[src/rtl/mem_controller.sv]
// Arbitrates a fetch client and a data client onto a synchronous RAM, one
// transaction at a time; every output comes straight from a flop.
module mem_controller #(
   parameter int D_WIDTH = 8,
   parameter int A_WIDTH = 5
) (
   input  logic               clk,
   input  logic               reset,
   input  logic               if_req,
   input  logic [A_WIDTH-1:0] if_addr,
   output logic               if_ack,
   output logic [D_WIDTH-1:0] if_data,
   input  logic               dm_req,
   input  logic               dm_we,
   input  logic [A_WIDTH-1:0] dm_addr,
   input  logic [D_WIDTH-1:0] dm_wdata,
   output logic               dm_ack,
   output logic [D_WIDTH-1:0] dm_rdata,
   output logic [A_WIDTH-1:0] address_write,
   output logic [D_WIDTH-1:0] data_write,
   output logic               write_enable,
   output logic [A_WIDTH-1:0] address_read,
   input  logic [D_WIDTH-1:0] data_read
);

   typedef enum logic [1:0] {IDLE, ISSUE, CAPTURE, ACK} state_t;

   state_t             state_q, state_d;
   logic               grant_dm_q, grant_dm_d;
   logic               is_wr_q, is_wr_d;
   logic [1:0]         streak_q, streak_d;
   logic [A_WIDTH-1:0] addr_q, addr_d;
   logic [D_WIDTH-1:0] wdata_q, wdata_d;
   logic               we_q, we_d;
   logic               if_ack_q, if_ack_d;
   logic               dm_ack_q, dm_ack_d;
   logic [D_WIDTH-1:0] if_data_q, if_data_d;
   logic [D_WIDTH-1:0] dm_rdata_q, dm_rdata_d;
   logic               pick_dm;

   // The data port normally wins; after two consecutive contested data grants the fetch port gets a turn.
   assign pick_dm = dm_req && !(if_req && (streak_q == 2'd2));

   always_ff @(posedge clk or posedge reset) begin
      if (reset) begin
         state_q    <= IDLE;
         grant_dm_q <= 1'b0;
         is_wr_q    <= 1'b0;
         streak_q   <= 2'd0;
         addr_q     <= '0;
         wdata_q    <= '0;
         we_q       <= 1'b0;
         if_ack_q   <= 1'b0;
         dm_ack_q   <= 1'b0;
         if_data_q  <= '0;
         dm_rdata_q <= '0;
      end else begin
         state_q    <= state_d;
         grant_dm_q <= grant_dm_d;
         is_wr_q    <= is_wr_d;
         streak_q   <= streak_d;
         addr_q     <= addr_d;
         wdata_q    <= wdata_d;
         we_q       <= we_d;
         if_ack_q   <= if_ack_d;
         dm_ack_q   <= dm_ack_d;
         if_data_q  <= if_data_d;
         dm_rdata_q <= dm_rdata_d;
      end
   end

   always_comb begin
      state_d    = state_q;
      grant_dm_d = grant_dm_q;
      is_wr_d    = is_wr_q;
      streak_d   = streak_q;
      addr_d     = addr_q;
      wdata_d    = wdata_q;
      we_d       = 1'b0;
      if_ack_d   = 1'b0;
      dm_ack_d   = 1'b0;
      if_data_d  = if_data_q;
      dm_rdata_d = dm_rdata_q;
      case (state_q)
         IDLE: begin
            if (if_req || dm_req) begin
               state_d    = ISSUE;
               grant_dm_d = pick_dm;
               if (pick_dm) begin
                  addr_d  = dm_addr;
                  is_wr_d = dm_we;
                  we_d    = dm_we;
                  if (dm_we) wdata_d = dm_wdata;
                  if (!if_req)                streak_d = 2'd0;
                  else if (streak_q != 2'd2)  streak_d = streak_q + 2'd1;
               end else begin
                  addr_d   = if_addr;
                  is_wr_d  = 1'b0;
                  streak_d = 2'd0;
               end
            end
         end
         ISSUE: begin
            if (is_wr_q) begin
               state_d  = ACK;
               dm_ack_d = 1'b1;
            end else begin
               state_d = CAPTURE;
            end
         end
         CAPTURE: begin
            state_d = ACK;
            if (grant_dm_q) begin
               dm_rdata_d = data_read;
               dm_ack_d   = 1'b1;
            end else begin
               if_data_d = data_read;
               if_ack_d  = 1'b1;
            end
         end
         ACK:     state_d = IDLE;
         default: state_d = IDLE;
      endcase
   end

   assign address_write = addr_q;
   assign address_read  = addr_q;
   assign data_write    = wdata_q;
   assign write_enable  = we_q;
   assign if_ack        = if_ack_q;
   assign dm_ack        = dm_ack_q;
   assign if_data       = if_data_q;
   assign dm_rdata      = dm_rdata_q;

endmodule

[config.mk]
export PLATFORM = sky130hd
export DESIGN_NAME = mem_controller
export DESIGN_NICKNAME = d
export VERILOG_FILES = /design/src/rtl/mem_controller.sv
export SDC_FILE = /design/constraint.sdc
export NUM_CORES = 1
export LEC_CHECK = 0
export ABC_CLOCK_PERIOD_IN_PS = 2200
export BUFFER_PORTS_ARGS = -buffer_cell sky130_fd_sc_hd__buf_2
export CAP_MARGIN = 30
export CORE_ASPECT_RATIO = 0.6
export CORE_MARGIN = 4
export CORE_UTILIZATION = 25
export CTS_BUF_LIST = sky130_fd_sc_hd__clkbuf_2
export DETAILED_ROUTE_END_ITERATION = 8
export PLACE_DENSITY = 0.44
export SYNTH_ARGS = -nofsm -noshare
export SYNTH_HDL_FRONTEND = slang
export SYNTH_SLANG_ARGS = --single-unit
[constraint.sdc]
create_clock -name clk -period 2.2 [get_ports clk]
set_input_delay 0.11 -clock clk [delete_from_list [all_inputs] [get_ports clk]]
set_output_delay 0.11 -clock clk [all_outputs]
set_load 0.01 [all_outputs]
Word level (Yosys, flattened, before mapping)
Index checks and enable logic that the tools add are counted.

Flip-flop bits (word level): 38. Output and inout port bits: 37.

$add $sub $neg: 1. Equal/unequal tests: 7. Mux-type cells: 15. Bitwise logic cells: 1. Reduce and logical (&&, ||, !) cells: 10.

Operators with widths (number): 2-to-1 mux 1 bit (8); 2-to-1 mux 2 bit (4); one-hot mux 2 bit (4 select lines) (1); equality test 2 bit, second input constant (3); AND reduction 2 bit (3); 2-to-1 mux 5 bit (1); inequality test 2 bit, second input constant (2); AND reduction 4 bit (1); inequality test 3 x 2 -> 1 bit, second input constant (1); AND reduction 3 bit (1); adder 2 x 1 -> 2 bit, second input constant (1); equality test 2 x 1 -> 1 bit, second input constant (1); logical AND 1 bit (2); logical NOT 2 bit (1); one-hot mux 1 bit (2 select lines) (1); logical NOT 1 bit (1); logical OR 1 bit (1); inverter 1 bit (1).

Longest topological paths before layout
Word-level depth: 7. Mapped depth: 7.

Worst setup path after synthesis
Ideal clock, no wire load.

Kind: reg2reg. From: register state_q[0]. To: register state_q[0]. Setup time: 0.129 ns. Arrival: 1.398 ns. Required time: 2.071 ns. Setup slack: 0.673 ns. Cell stages (with the launch flop): 7. Path buffers: 1. Period minus slack after synthesis: 1.527 ns. Cell sequence: dfrtp_1 > inv_1 > ha_1 > buf_2 > or3b_2 > o21ai_0 > a22oi_1.

Cells in the longest elaborated chain, start to end: 2. Elaborated cells between the ends (all ways): 6. Classes of those cells: 4 x eq/ne; 1 x mux; 1 x reduce/logical.

RTL lines: start: declaration (RTL line 28) `state_t state_q, state_d;`; start signal: assignment (RTL line 58) `state_q <= state_d;`; equality test 2 bit, or another cell as far along (RTL line 84) `case (state_q)`; one-hot mux 2 bit (4 select lines) / inequality test 2 bit (equally long branches).

Parallel ways exist; a longest one is shown, timed or not. A chain may end at the register's enable or synchronous reset.

Worst setup path after layout
From: register streak_q[0]. To: register addr_q[1] (netlist: address_read[1]).

Cells in the longest elaborated chain, start to end: 5.

RTL lines: start: declaration (RTL line 31) `logic [1:0] streak_q, streak_d;`; start signal: assignment (RTL line 61) `streak_q <= streak_d;`; equality test 2 bit (RTL line 42) `assign pick_dm = dm_req && !(if_req && (streak_q == 2'd2));`; logical AND 1 bit (RTL line 42); logical NOT 1 bit (RTL line 42); logical AND 1 bit (RTL line 42); 2-to-1 mux 5 bit (RTL line 89) `if (pick_dm) begin`; end signal: assignment (RTL line 62) `addr_q <= addr_d;`; end: declaration (RTL line 32) `logic [A_WIDTH-1:0] addr_q, addr_d;`.

No other way between the ends.

==> impl_metrics.toml <==
[run_status]
outcome = "finished clean"

[setup_path]
timing.critical_path.required_ns = 2.48
worst_setup_path_start_kind = "flop"
r2r_cells = 6
worst-path-max-fanout = 7
cp_cell_sequence = "inv_1 > ha_1 > a21boi_4 > mux2i_1 > dlygate4sd3_1 > a21oi_1"
endpoint_kind = "flop"
timing.critical_path.slowest_stage_cell = "dlygate4sd3_1"
setup.worst_path.end = "address_read[1]"
critPathArrivalTime_ns = 2.24
crit-reg2reg-capture = "address_read[1]"
worst_setup_path_startpoint = "streak_q[0]"
worst_path_largest_cell_delay_ns = 0.57
critical_path_type = "reg -> reg"
r2r-start = "streak_q[0]"
regToRegSetupSlack_ns = 0.24

[synth]
yosys.cell_count.top_type = "dfrtp_1"
synth.top_cell.area_share_pct = 60.0
synth_top_family_by_area = "multiplexers"
synthesis.yosys.warnings = 0
synth.top_cells.by_count = "dfrtp_1, mux2_2, nand2_1, inv_1, nor2_1"
post_synth_fa_ha_maj_area_fraction_pct = 3.16
yosys-top-cells-area = "dfrtp_1, mux2_2, ha_1"
yosys_most_used_dff = "dfrtp_1"
yosys.cell_types.count = 21
post_synth_mux_area_share_pct = 20.2
synthXorXnorAreaFrac_pct = 0
syn-mean-instance-area_um2 = 13.5
synth_fp_nets = 152
synth_enable_flop_cells = 0
synth_simple_gate_area_share_pct = 5.68
synth_seq_cells = 38
synthArstFlopShare_pct = 100
netlist_area_um2 = 1590
netlist_instances = 117
synthDominantAreaCellType = "dfrtp_1"
ys_seq_area_share_pct = 60.0
fraction_of_the_mapped_netlist_area_in_compound_gates_pct = 6.31

[power_and_ir_drop]
power.total_mw = 2.76
max-vdd-ir-drop_uv = 355
power_density_nw_per_um2 = 1230
lkg_pwr_nw = 1.11

[timing]
grt_setup_unrepaired = "no"
finClkSkew_ns = 0.0123
timing.fmax_mhz = 510
crit_path_time_final_ns = 1.96
max_slew.worst_pin.slew_ns = 0.472
drv_slew = 0
final.period_utilization_pct = 89.1
setup_viol = 0
hold_viol = 0
timing.hold.ws_ns = 0.0247
finalWorstSetupSlack_ns = 0.240
slew_headroom_pct = 68.2
final.setup.tns_ns = 0

[floorplan]
rows = 22
die_width_um = 111
dieArea_um2 = 7720
pin_count = 68
initial_core_util_pct = 25.8
fp.coreArea_um2 = 6140
die_height_um = 69.7

[clock_tree]
h-tree-depth = 2
cts_tree = "built"
cts_resized = 0
cts.clk_slew.worst_paths_ns = 0.18
clk_root_buffer_cell = "clkbuf_2"
cts.sink_count = 38
cts_made_buffers = 5
worst_skew_pair.late_latency_ns = 0.38
clock_tree.buffer_depth = 2

[drt]
vias = 1175
drt-wirelength-per-cell_um = 12.4
detailedRoute.firstPassIterationCount = 3
drtAntennaViolNets = 0
first_iter_violations = 31
route.final.wire_length_um = 3610
post_drt_via_cell_ratio = 4.04
residual_drc = 0

[grt]
first_pass_grt_wire_length_um = 6330
grt_max_degree = 39
grt_pass1_vias = 1282
global_route.overflow_total = 0
track_usage_pct = 10.2
antenna_found_initial = 0

[cells_and_area]
antenna-diode-count = 0
post_route_cells_drive_above_1_share_pct = 49.3
areaGrowthSynthToFinish_pct = 41.4
num-fill-cells = 589
final_net_count = 241
final_cell_area_um2 = 2240

[place]
gpl.final_weighted_congestion = 0.751
pre_cts_ws_ns = 0.507
placement.cell_area_um2 = 1980
dpl.hpwl_um = 2680
io_buffer_count = 67

[job]
maxCapViolations = 0

[worst_hold_path]
hold_crit_path_type = "in -> reg"
## placed cells by master, fill, tap and decap left out, drive strengths merged
| master | synthesis | routed |
|---|---|---|
| a21oi | 5 | 5 |
| ha | 4 | 4 |
| dlygate4sd3 | 0 | 22 |
| dfrtp | 38 | 38 |
| nand3 | 1 | 1 |
| a21boi | 2 | 2 |
| a22oi | 1 | 1 |
| a22o | 1 | 1 |
| buf | 7 | 68 |
| clkbuf | 1 | 6 |
| or3b | 1 | 1 |
| clkinv | 0 | 2 |
| o21a | 1 | 1 |
| mux2 | 24 | 24 |
| o21ai | 5 | 5 |
| nand4b | 1 | 1 |
| nand2b | 1 | 1 |
| mux2i | 5 | 5 |
| inv | 6 | 6 |
| nor2 | 6 | 6 |
| nand2 | 7 | 7 |
## metrics by stage
stage / cells / utilization (%)
floorplan: 117 / -
global placement: 261 / 32.3
detailed placement: 261 / 32.3
CTS: 291 / 36.5
global route: 291 / 36.5
finish: 291 / 36.5
## sequential cells by signal, indices dropped and copies added (netlist names)
register	flops
if_data	8
dm_ack	1
dm_rdata	8
streak_q	2
address_read	5
grant_dm_q	1
is_wr_q	1
data_write	8
if_ack	1
state_q	2
write_enable	1
## worst min path at each step
stage / from / end / slack (ns) / cells past startpoint
after floorplan: dm_wdata[0] / data_write[0] / 0.26 / 1
after global placement: reset / data_write[7] / 0.24 / 3
after detailed placement: reset / data_write[6] / 0.26 / 3
after CTS: if_addr[2] / address_read[2] / 0.006 / 3
after global routing: dm_addr[2] / address_read[2] / 0.007 / 3
final: if_addr[2] / address_read[2] / 0.02 / 3
## routing by layer
metal | global-route usage [%] | part of all wire, % | vias to the layer above
li1 | - | - | 572
met1 | 12.7 | 45 | 552
met2 | 15.3 | 45 | 45
met3 | 4.80 | 8.4 | 6
met4 | 4.23 | 1.7 | 0
met5 | 0 | 0 | -
## worst max-delay path: cells and delay by family, from the launching register on
| family | cells | cell delay, ns |
|---|---|---|
| buffers and inverters | 2 | 0.62 |
| DFF | 1 | 0.41 |
| AOI/OAI and AO/OA | 2 | 0.39 |
| adders and majority gates | 1 | 0.23 |
| muxes | 1 | 0.22 |
## area by class of cell
class | count | area, um2 | share of cell area (%)
Timing Repair Buffer | 90 | 563 | 25.1
Inverter | 6 | 22.5 | 1.01
Clock inverter | 2 | 8.76 | 0.391
Tap cell | 84 | 105 | 4.69
Sequential cell | 38 | 951 | 42.4
Multi-Input combinational cell | 65 | 561 | 25.0
Clock buffer | 6 | 30.0 | 1.34
## what timing repair did
item | in CTS | in global routing
hold buffers | 22 | 0
setup buffers | 0 | 0
endpoints found under the hold margin | 65 | 0
## where the power goes
group	switching (mW)	internal [mW]
Combinational	0.625	0.630
Sequential	0.172	1.04
Clock	0.216	0.0782
## logic make-up (layout without fill, tap and decap cells)
group / after synthesis / in the layout
muxes: 29 / 29
adders and majority gates: 4 / 4
DFF: 38 / 38
and+or+nand+nor: 17 / 17
AOI/OAI and AO/OA: 15 / 15
buffers and inverters: 14 / 104
No activity file was read; power rests on OpenSTA's default activity.
